`config.mk`:
```
export PLATFORM = sky130hd
export DESIGN_NAME = uart_tx_param_module
export DESIGN_NICKNAME = d
export VERILOG_FILES = /design/src/rtl/uart_tx_param_module.sv
export SDC_FILE = /design/constraint.sdc
export NUM_CORES = 1
export LEC_CHECK = 0
export ABC_CLOCK_PERIOD_IN_PS = 6000
export CAP_MARGIN = 10
export CORE_MARGIN = 5
export CORE_UTILIZATION = 60
export DETAILED_ROUTE_END_ITERATION = 8
export PLACE_DENSITY = 0.86
export RECOVER_POWER = 25
export SETUP_SLACK_MARGIN = 0.2
export SYNTH_ARGS = -nofsm -noshare
export SYNTH_HDL_FRONTEND = slang
export SYNTH_SLANG_ARGS = --single-unit
```
`constraint.sdc`:
```
create_clock -name clk -period 6 [get_ports clk]
set_input_delay 0.6 -clock clk [delete_from_list [all_inputs] [get_ports clk]]
set_output_delay 0.6 -clock clk [all_outputs]
set_load 0.05 [all_outputs]
```
`src/rtl/uart_tx_param_module.sv`:
```
// Parameterised UART transmitter with a transmit FIFO and back-to-back framing.
// Optional parity bit after the data bits is compiled in with `define UART_TX_PARITY_EN.
module uart_tx_param_module #(
  parameter int unsigned CLKS_PER_BIT = 434,
  parameter int unsigned DATA_BITS    = 8,
  parameter int unsigned STOP_BITS    = 1,
  parameter int unsigned FIFO_DEPTH   = 16,
  parameter int unsigned PARITY_ODD   = 0
) (
  input  logic                              clk,
  input  logic                              rst,
  input  logic [DATA_BITS-1:0]              tx_data,
  input  logic                              tx_valid,
  output logic                              tx_ready,
  output logic                              tx_pin_out,
  output logic                              tx_busy,
  output logic                              tx_done_sig,
  output logic [$clog2(FIFO_DEPTH+1)-1:0]   fifo_count
);

  localparam int unsigned AW = $clog2(FIFO_DEPTH);
  localparam int unsigned CW = $clog2(FIFO_DEPTH + 1);
  localparam logic [15:0]   BAUD_LAST = 16'(CLKS_PER_BIT - 1);
  localparam logic [3:0]    DATA_LAST = 4'(DATA_BITS - 1);
  localparam logic [3:0]    STOP_LAST = 4'(STOP_BITS - 1);
  localparam logic [CW-1:0] FULL      = CW'(FIFO_DEPTH);

  if (CLKS_PER_BIT < 2 || CLKS_PER_BIT > 65535 || DATA_BITS < 5 || DATA_BITS > 9 ||
      STOP_BITS < 1 || STOP_BITS > 2 || FIFO_DEPTH < 2 || FIFO_DEPTH > 256 ||
      (FIFO_DEPTH & (FIFO_DEPTH - 1)) != 0 || PARITY_ODD > 1) begin : g_bad_params
    $error("uart_tx_param_module: illegal parameter value");
  end

  typedef enum logic [2:0] {IDLE, START, DATA, PARITY, STOP} state_t;

  state_t               state, state_next;
  logic [15:0]          baud, baud_next;
  logic [3:0]           bit_idx, bit_next;
  logic [DATA_BITS-1:0] shreg, shreg_next;
  logic                 pin_next, busy_next, done_next;
  logic                 bit_end, push, pop;

  logic [DATA_BITS-1:0] mem [FIFO_DEPTH];
  logic [AW-1:0]        wr_ptr, rd_ptr;
  logic [CW-1:0]        count_next;

`ifdef UART_TX_PARITY_EN
  logic par_bit, par_next;
`endif

  assign push    = tx_valid && tx_ready;
  assign bit_end = (baud == BAUD_LAST);

  always_comb begin
    state_next = state;
    baud_next  = baud + 16'd1;
    bit_next   = bit_idx;
    shreg_next = shreg;
    pin_next   = tx_pin_out;
    busy_next  = 1'b1;
    done_next  = 1'b0;
    pop        = 1'b0;
`ifdef UART_TX_PARITY_EN
    par_next   = par_bit;
`endif
    case (state)
      IDLE: begin
        baud_next = '0;
        bit_next  = '0;
        pin_next  = 1'b1;
        busy_next = 1'b0;
        if (fifo_count != '0) begin
          pop        = 1'b1;
          state_next = START;
          pin_next   = 1'b0;
          busy_next  = 1'b1;
        end
      end
      START: begin
        if (bit_end) begin
          state_next = DATA;
          baud_next  = '0;
          bit_next   = '0;
          pin_next   = shreg[0];
        end
      end
      DATA: begin
        if (bit_end) begin
          baud_next = '0;
          if (bit_idx == DATA_LAST) begin
            bit_next   = '0;
`ifdef UART_TX_PARITY_EN
            state_next = PARITY;
            pin_next   = par_bit;
`else
            state_next = STOP;
            pin_next   = 1'b1;
`endif
          end else begin
            bit_next   = bit_idx + 4'd1;
            shreg_next = shreg >> 1;
            pin_next   = shreg[1];
          end
        end
      end
`ifdef UART_TX_PARITY_EN
      PARITY: begin
        if (bit_end) begin
          state_next = STOP;
          baud_next  = '0;
          bit_next   = '0;
          pin_next   = 1'b1;
        end
      end
`endif
      STOP: begin
        if (bit_end) begin
          baud_next = '0;
          if (bit_idx == STOP_LAST) begin
            done_next = 1'b1;
            bit_next  = '0;
            // Chain straight into the next start bit when more data is queued.
            if (fifo_count != '0) begin
              pop        = 1'b1;
              state_next = START;
              pin_next   = 1'b0;
            end else begin
              state_next = IDLE;
              pin_next   = 1'b1;
              busy_next  = 1'b0;
            end
          end else begin
            bit_next = bit_idx + 4'd1;
          end
        end
      end
      default: begin
        state_next = IDLE;
        baud_next  = '0;
        bit_next   = '0;
        pin_next   = 1'b1;
        busy_next  = 1'b0;
      end
    endcase

    if (pop) begin
      shreg_next = mem[rd_ptr];
`ifdef UART_TX_PARITY_EN
      par_next   = (^mem[rd_ptr]) ^ 1'(PARITY_ODD);
`endif
    end
  end

  always_comb begin
    count_next = fifo_count;
    case ({push, pop})
      2'b10:   count_next = fifo_count + CW'(1);
      2'b01:   count_next = fifo_count - CW'(1);
      default: count_next = fifo_count;
    endcase
  end

  always_ff @(posedge clk) begin
    if (rst) begin
      state       <= IDLE;
      baud        <= '0;
      bit_idx     <= '0;
      shreg       <= '0;
      tx_pin_out  <= 1'b1;
      tx_busy     <= 1'b0;
      tx_done_sig <= 1'b0;
      wr_ptr      <= '0;
      rd_ptr      <= '0;
      fifo_count  <= '0;
      tx_ready    <= 1'b1;
`ifdef UART_TX_PARITY_EN
      par_bit     <= 1'b0;
`endif
    end else begin
      state       <= state_next;
      baud        <= baud_next;
      bit_idx     <= bit_next;
      shreg       <= shreg_next;
      tx_pin_out  <= pin_next;
      tx_busy     <= busy_next;
      tx_done_sig <= done_next;
      fifo_count  <= count_next;
      tx_ready    <= (count_next != FULL);
      if (push) wr_ptr <= wr_ptr + AW'(1);
      if (pop)  rd_ptr <= rd_ptr + AW'(1);
`ifdef UART_TX_PARITY_EN
      par_bit     <= par_next;
`endif
    end
  end

  always_ff @(posedge clk) begin
    if (push) mem[wr_ptr] <= tx_data;
  end

endmodule

```
==> impl_metrics.yaml, run 1 <==
place:
  hpwl_um: 9000
  port_buffers: 19
  dp_slack_ns: 2.69
  place_inst: 664
  place_congestion: 0.849
timing:
  setup_slack_ns: 2.64
  slew_headroom_pct: 38.4
  drv_slew: 0
  min_period_ns: 3.36
  rsz0062_at_grt: "false"
  setup_tns_ns: 0
  fin_skew_ns: 0.00821
  post-route-period-util_pct: 56.0
  finalHoldViolations: 0
  max_freq_ghz: 0.297
  tightest_slew_ns: 0.920
  finalSetupViolCount: 0
critical_path:
  path_depth: 12
  cp-endpoint: "tx_ready$_SDFF_PP1_"
  reg2reg_depth: 12
  timing.rr.end: "tx_ready$_SDFF_PP1_"
  cp_data_arrival_time_ns: 3.66
  required_ns: 6.30
  ff2ff_setup_slack_ns: 2.64
  cp_slowest_cell: "or4_4"
  critPathLaunchType: "flop"
  crit_path_max_fanout: 11
  reg2reg_from: "baud[0]$_SDFF_PP0_"
  critical_path.max_stage_delay_ns: 0.51
  endpoint_kind: "flop"
  critical_path_class: "reg2reg"
  startpoint: "baud[0]$_SDFF_PP0_"
  crit_chain: "ha_1 -> or3b_2 -> or4_4 -> o21ai_4 -> nand2_4 -> clkinv_2 -> ha_1 -> a221oi_1 -> mux2i_1 -> xor2_1 -> nor2_1 -> o2111ai_1"
  path_buf_inv: 1
  worst_path_most_repeated_cell: "ha_1"
  critical_path.top_delay_family: "simple AND/OR/NAND/NOR gates"
layout:
  layout-drive-gt1-share_pct: 17.8
  area_growth_pct: 12.3
  nNetsFinal: 537
  final_common_cell: "edfxtp_1"
  diodes: 0
  most-common-layout-cells: "edfxtp_1, nor2_1, dfxtp_1"
  fillers: 800
  final_cells: 696
logic_synthesis:
  seq_area_frac_synth_pct: 66.1
  avgSynthCellArea_um2: 15.0
  synth_ff_type: "edfxtp_1"
  synthArstFlopShare_pct: 0
  yosys_warnings: 0
  synth_cell_types: 50
  syn-instance-count: 493
  syn_area_um2: 7390
  synth-edff-count: 128
  ys_ff_latch: 180
  synth_nets: 515
die:
  dieWidth_um: 121
  dieArea_um2: 14600
  die_y_um: 121
  core_um2: 12100
  start_util_pct: 61.3
  ios: 20
  rows: 40
job:
  cap_violations: 0
min_path:
  hold_path.class: "reg2reg"
route:
  num_vias: 4028
  drtIter0Drc: 519
  avgRoutedWirePerCell_um: 19.8
  drc: 0
  dr.pass1.iters: 5
  routed_via_density: 5.79
  ant_nets: 0
  finalWirelength_um: 13800
clock_network:
  clkTransAtPathRegs_ns: 0.07
  cts_setup_buffers: 0
  cts-htree-levels: 4
  cts_buffers: 17
  clkLatencyLatePin_ns: 0.43
  root_buffer: "clkbuf_16"
  cts_resized: 0
  clockBufferDepth: 2
  hold_buffers: 0
  cts_tree: "built"
  cts_sinks: 180
grt:
  grt.overflow.total: 0
  grt_pass1_vias: 4117
  grt_first_pass_wirelength_um: 22100
  grtUsageTotal_pct: 20.4
  grt_start_max_net_pins: 34
  grt_antenna_before_repair: 0
run_status:
  status: "complete, no violations"
power_and_ir_drop:
  p_per_area_nw_per_um2: 409
  p_total_uw: 3390
  max-vdd-ir-drop_mv: 0.230
  total_leakage_power_uw: 0.00268
==> final cells by class <==
cell class / count / area (um2) / area share [%]
tap: 168 / 210 / 2.53
multi-input combinational: 279 / 2360 / 28.5
clock inverter: 13 / 125 / 1.51
sequential: 180 / 4890 / 58.9
timing repair buffer: 26 / 243 / 2.92
clock buffer: 19 / 433 / 5.21
inverter: 11 / 42.5 / 0.512
==> Yosys cell counts (2+ instances only) <==
| cell | n | area [um2] |
|---|---|---|
| or2_2 | 2 | 12.5 |
| o21ai_0 | 5 | 25.0 |
| buf_1 | 5 | 18.8 |
| nand2b_1 | 8 | 50.1 |
| xor2_1 | 16 | 140 |
| or3_1 | 4 | 25.0 |
| edfxtp_1 | 128 | 3840 |
| or3b_2 | 2 | 17.5 |
| nand3_1 | 9 | 45.0 |
| xnor2_1 | 10 | 87.6 |
| mux2i_1 | 3 | 30.0 |
| a211oi_1 | 2 | 15.0 |
| nand4_1 | 4 | 25.0 |
| ha_1 | 11 | 138 |
| a22oi_1 | 3 | 22.5 |
| clkbuf_1 | 13 | 48.8 |
| nor3_1 | 9 | 45.0 |
| mux4_2 | 40 | 901 |
| buf_2 | 3 | 15.0 |
| or4_4 | 2 | 22.5 |
| o21bai_1 | 2 | 15.0 |
| inv_1 | 10 | 37.5 |
| nand2_1 | 33 | 124 |
| nor3_2 | 3 | 30.0 |
| a21oi_1 | 16 | 80.1 |
| o22ai_1 | 2 | 12.5 |
| and3_1 | 2 | 12.5 |
| dfxtp_1 | 52 | 1040 |
| buf_6 | 2 | 22.5 |
| nor2_1 | 69 | 259 |
| a311oi_1 | 2 | 17.5 |
| nor3b_1 | 3 | 22.5 |
==> state kept, by name, summed over array words and instances, names as in the netlist, named ones only <==
register     flops
tx_ready         1
state            3
tx_pin_out       1
fifo_count       5
tx_done_sig      1
shreg            8
mem            128
wr_ptr           4
tx_busy          1
bit_idx          4
baud            16
rd_ptr           4
==> worst register-to-register path, stage by stage, from the launching register on <==
cell and delay, ns:
dfxtp_1 0.41, ha_1 0.19, or3b_2 0.49, or4_4 0.51, o21ai_4 0.21, nand2_4 0.11
clkinv_2 0.16, ha_1 0.34, a221oi_1 0.28, mux2i_1 0.14, xor2_1 0.16, nor2_1 0.13
o2111ai_1 0.12
==> stage by stage <==
| step | hold WS [ns] | utilization (%) | cell area, um2 |
|---|---|---|---|
| finish | 0.468 | 68.8 | 8300 |
| global route | 0.492 | 68.8 | 8300 |
| CTS | 0.469 | 68.8 | 8300 |
| detailed placement | 0.459 | 64.2 | 7740 |
| global placement | 0.448 | 64.2 | 7740 |
| floorplan | 0.432 | - | 7390 |
==> cells by family after synthesis <==
| family | count (synthesis) | share of synthesized area, % |
|---|---|---|
| compound gates | 42 | 4.08 |
| xor+xnor | 26 | 3.08 |
| mux | 43 | 12.6 |
| simple gates | 157 | 10.3 |
| buf+inv | 34 | 2.00 |
| fa+ha+maj | 11 | 1.86 |
| flops | 180 | 66.1 |
==> layer usage <==
layer  up-vias  part of all wire (%)  GRT usage [%]
met5         -                     0              0
met4         0                  0.91           6.59
met3        12                   4.8           4.80
met2       118                    52           34.8
met1      2017                    42           26.0
li1       1881                     -              -
==> worst min path at each step <==
stage,start,to,slack [ns],cells past startpoint
2_1_floorplan,shreg[3]$_SDFFE_PP0P_,shreg[2]$_SDFFE_PP0P_,0.43,2
3_3_place_gp,shreg[3]$_SDFFE_PP0P_,shreg[2]$_SDFFE_PP0P_,0.45,2
3_5_place_dp,shreg[5]$_SDFFE_PP0P_,shreg[4]$_SDFFE_PP0P_,0.46,2
4_1_cts,shreg[7]$_SDFFE_PP0P_,shreg[7]$_SDFFE_PP0P_,0.47,2
5_1_grt,shreg[7]$_SDFFE_PP0P_,shreg[7]$_SDFFE_PP0P_,0.49,2
6_report,shreg[5]$_SDFFE_PP0P_,shreg[4]$_SDFFE_PP0P_,0.47,2
==> power by group <==
| part | leakage, uW | switching [uW] | total, uW | internal (uW) |
|---|---|---|---|---|
| combinational | 0.000829 | 468 | 839 | 371 |
| sequential | 0.00158 | 83.3 | 1500 | 1420 |
| clock | 0.000269 | 473 | 1050 | 578 |
| total | 0.00268 | 1020 | 3390 | 2370 |
(Power assumes the default switching activity.)
==> inputs of run 2 (changes only) <==
--- a/config.mk
+++ b/config.mk
@@ -5,7 +5,7 @@
 export SDC_FILE = /design/constraint.sdc
 export NUM_CORES = 1
 export LEC_CHECK = 0
-export ABC_CLOCK_PERIOD_IN_PS = 6000
+export ABC_CLOCK_PERIOD_IN_PS = 3100
 export CAP_MARGIN = 10
 export CORE_MARGIN = 5
 export CORE_UTILIZATION = 60
==> constraint.sdc (replaced) <==
create_clock -name clk -period 3.1 [get_ports clk]
set_input_delay 0.31 -clock clk [delete_from_list [all_inputs] [get_ports clk]]
set_output_delay 0.31 -clock clk [all_outputs]
set_load 0.05 [all_outputs]
==> impl_metrics.yaml, run 2 (synthesized netlist as in run 1, its figures left out) <==
run_status:
  status: "complete, no violations"
grt:
  grt_antenna_before_repair: 0
  grt_first_pass_wirelength_um: 23700
  grt.overflow.total: 0
  grt_start_max_net_pins: 27
  grtUsageTotal_pct: 21.9
  grt_pass1_vias: 4353
power_and_ir_drop:
  p_per_area_nw_per_um2: 808
  max-vdd-ir-drop_mv: 0.529
  total_leakage_power_uw: 0.00284
layout:
  layout-drive-gt1-share_pct: 24.1
  largest_register_ffs: 128
  most-common-layout-cells: "edfxtp_1, nor2_1, dfxtp_1"
  nNetsFinal: 565
  top_register: "mem"
  diodes: 0
  fillers: 723
  final_common_cell: "edfxtp_1"
  final_cells: 724
  area_growth_pct: 16.4
  top_regs: "mem: 128 flops, baud: 16 flops, shreg: 8 flops"
critical_path:
  crit_path_max_fanout: 7
  endpoint_kind: "flop"
  reg2reg_depth: 10
  required_ns: 3.38
  reg2reg_from: "baud[10]$_SDFF_PP0_"
  cp_data_arrival_time_ns: 3.21
  ff2ff_setup_slack_ns: 0.17
  critical_path_class: "reg2reg"
  timing.rr.end: "tx_ready$_SDFF_PP1_"
  critPathLaunchType: "flop"
route:
  num_vias: 4323
  drtIter0Drc: 508
  routed_via_density: 5.97
  dr.pass1.iters: 5
  finalWirelength_um: 15000
  drc: 0
  avgRoutedWirePerCell_um: 20.7
  ant_nets: 0
clock_network:
  clkLatencyLatePin_ns: 0.42
  cts_buffers: 17
  clockBufferDepth: 2
  root_buffer: "clkbuf_16"
  cts_tree: "built"
  clkTransAtPathRegs_ns: 0.07
  cts-htree-levels: 4
  cts_sinks: 180
place:
  place_inst: 679
  hpwl_um: 9450
  place_congestion: 0.859
  port_buffers: 19
die:
  die_y_um: 121
  dieArea_um2: 14600
  rows: 40
  start_util_pct: 61.3
  core_um2: 12100
  dieWidth_um: 121
  ios: 20
timing:
  min_period_ns: 2.93
  fin_skew_ns: 0.00795
  whs_ns: 0.461
  tightest_slew_ns: 0.605
  rsz0062_at_grt: "true"
  post-route-period-util_pct: 94.5
  max_freq_ghz: 0.341
  setup_tns_ns: 0
  finalHoldViolations: 0
  slew_headroom_pct: 58.7
  finalSetupViolCount: 0
  drv_slew: 0
min_path:
  min_to: "baud[0]$_SDFF_PP0_"
  hold_path.class: "reg2reg"
  whs_path_depth: 1
  worstHoldStart: "baud[0]$_SDFF_PP0_"
job:
  cap_violations: 0
-- run 2: cell count changes in the layout (fill, tap and decap cells not counted), sizes merged --
cell / delta
clkinvlp: +1
inv: +1
buf: +28
bufinv: +1
clkinv: -3
dlygate4sd3: +2
clkdlybuf4s50: -2
-- run 2: worst max-delay path by stage --
stage,start,to,slack (ns),depth (start not counted)
after global placement,baud[1]$_SDFF_PP0_,tx_ready$_SDFF_PP1_,0.16,12
after global routing,baud[10]$_SDFF_PP0_,tx_ready$_SDFF_PP1_,0.10,10
after CTS,baud[10]$_SDFF_PP0_,tx_ready$_SDFF_PP1_,0.20,10
final,baud[10]$_SDFF_PP0_,tx_ready$_SDFF_PP1_,0.17,10
after floorplan,baud[1]$_SDFF_PP0_,tx_ready$_SDFF_PP1_,0.06,16
after detailed placement,baud[0]$_SDFF_PP0_,tx_ready$_SDFF_PP1_,0.002,11
-- run 2: metal layers --
layer	routed length (um)	global-route usage, %	vias up
li1	-	-	1944
met1	5860	26.6	2188
met2	8070	38.2	160
met3	723	4.66	31
met4	359	8.78	0
met5	0	0	-
-- run 2: metrics by stage --
| stage | setup WS, ns | area (um2) | total power, uW | utilization, % |
|---|---|---|---|---|
| after CTS | 0.200 | 8530 | 6830 | 70.7 |
| after global placement | 0.161 | 7910 | 4620 | 65.5 |
| after floorplan | 0.0642 | 7440 | 4300 | - |
| after global routing | 0.101 | 8610 | 7280 | 71.4 |
| after detailed placement | 0.00235 | 7910 | 4690 | 65.5 |
| final | 0.171 | 8610 | 6950 | 71.4 |
-- run 2: critical path: stages (launching register included) --
cell and delay (ns):
dfxtp_4 0.35, or4_4 0.55, or4_4 0.56, o21ai_4 0.19
nand2_4 0.09, clkinv_8 0.07, ha_4 0.15, a211oi_2 0.05
o41ai_2 0.41, xor2_1 0.23, o2111ai_1 0.14
-- run 2: area by class of cell --
class	instances	area [um2]	area share (%)
clock inverters	13	145	1.69
multi-input cells	279	2410	28.0
repair buffers	54	465	5.41
flip-flops and latches	180	4890	56.9
inverters	11	53.8	0.625
well taps	168	210	2.44
clock buffers	19	433	5.03
-- run 2: repair_timing --
| item | in CTS | in global routing |
|---|---|---|
| hold buffers | 0 | 0 |
| endpoints found under the hold margin | 0 | 0 |
| setup endpoints to repair | 2 | 3 |
| pin swaps | 7 | 6 |
| resized for setup | 3 | 6 |
| buffers inserted | 4 | 9 |
-- run 2: where the power goes --
| group | total (uW) | internal (uW) | switching (uW) |
|---|---|---|---|
| clock network | 2080 | 1200 | 883 |
| logic | 1950 | 916 | 1030 |
| registers | 2920 | 2750 | 174 |
| total | 6950 | 4860 | 2090 |
==> inputs of run 3 (changes only) <==
--- a/config.mk
+++ b/config.mk
@@ -5,6 +5,7 @@
 export SDC_FILE = /design/constraint.sdc
 export NUM_CORES = 1
 export LEC_CHECK = 0
+export ABC_AREA = 0
 export ABC_CLOCK_PERIOD_IN_PS = 3100
 export CAP_MARGIN = 10
 export CORE_MARGIN = 5
@@ -13,6 +14,7 @@
 export PLACE_DENSITY = 0.86
 export RECOVER_POWER = 25
 export SETUP_SLACK_MARGIN = 0.2
+export SLEW_MARGIN = 30
 export SYNTH_ARGS = -nofsm -noshare
 export SYNTH_HDL_FRONTEND = slang
 export SYNTH_SLANG_ARGS = --single-unit
==> results of run 3 <==
The final DEF is identical to that of run 2; final timing and power are the same.
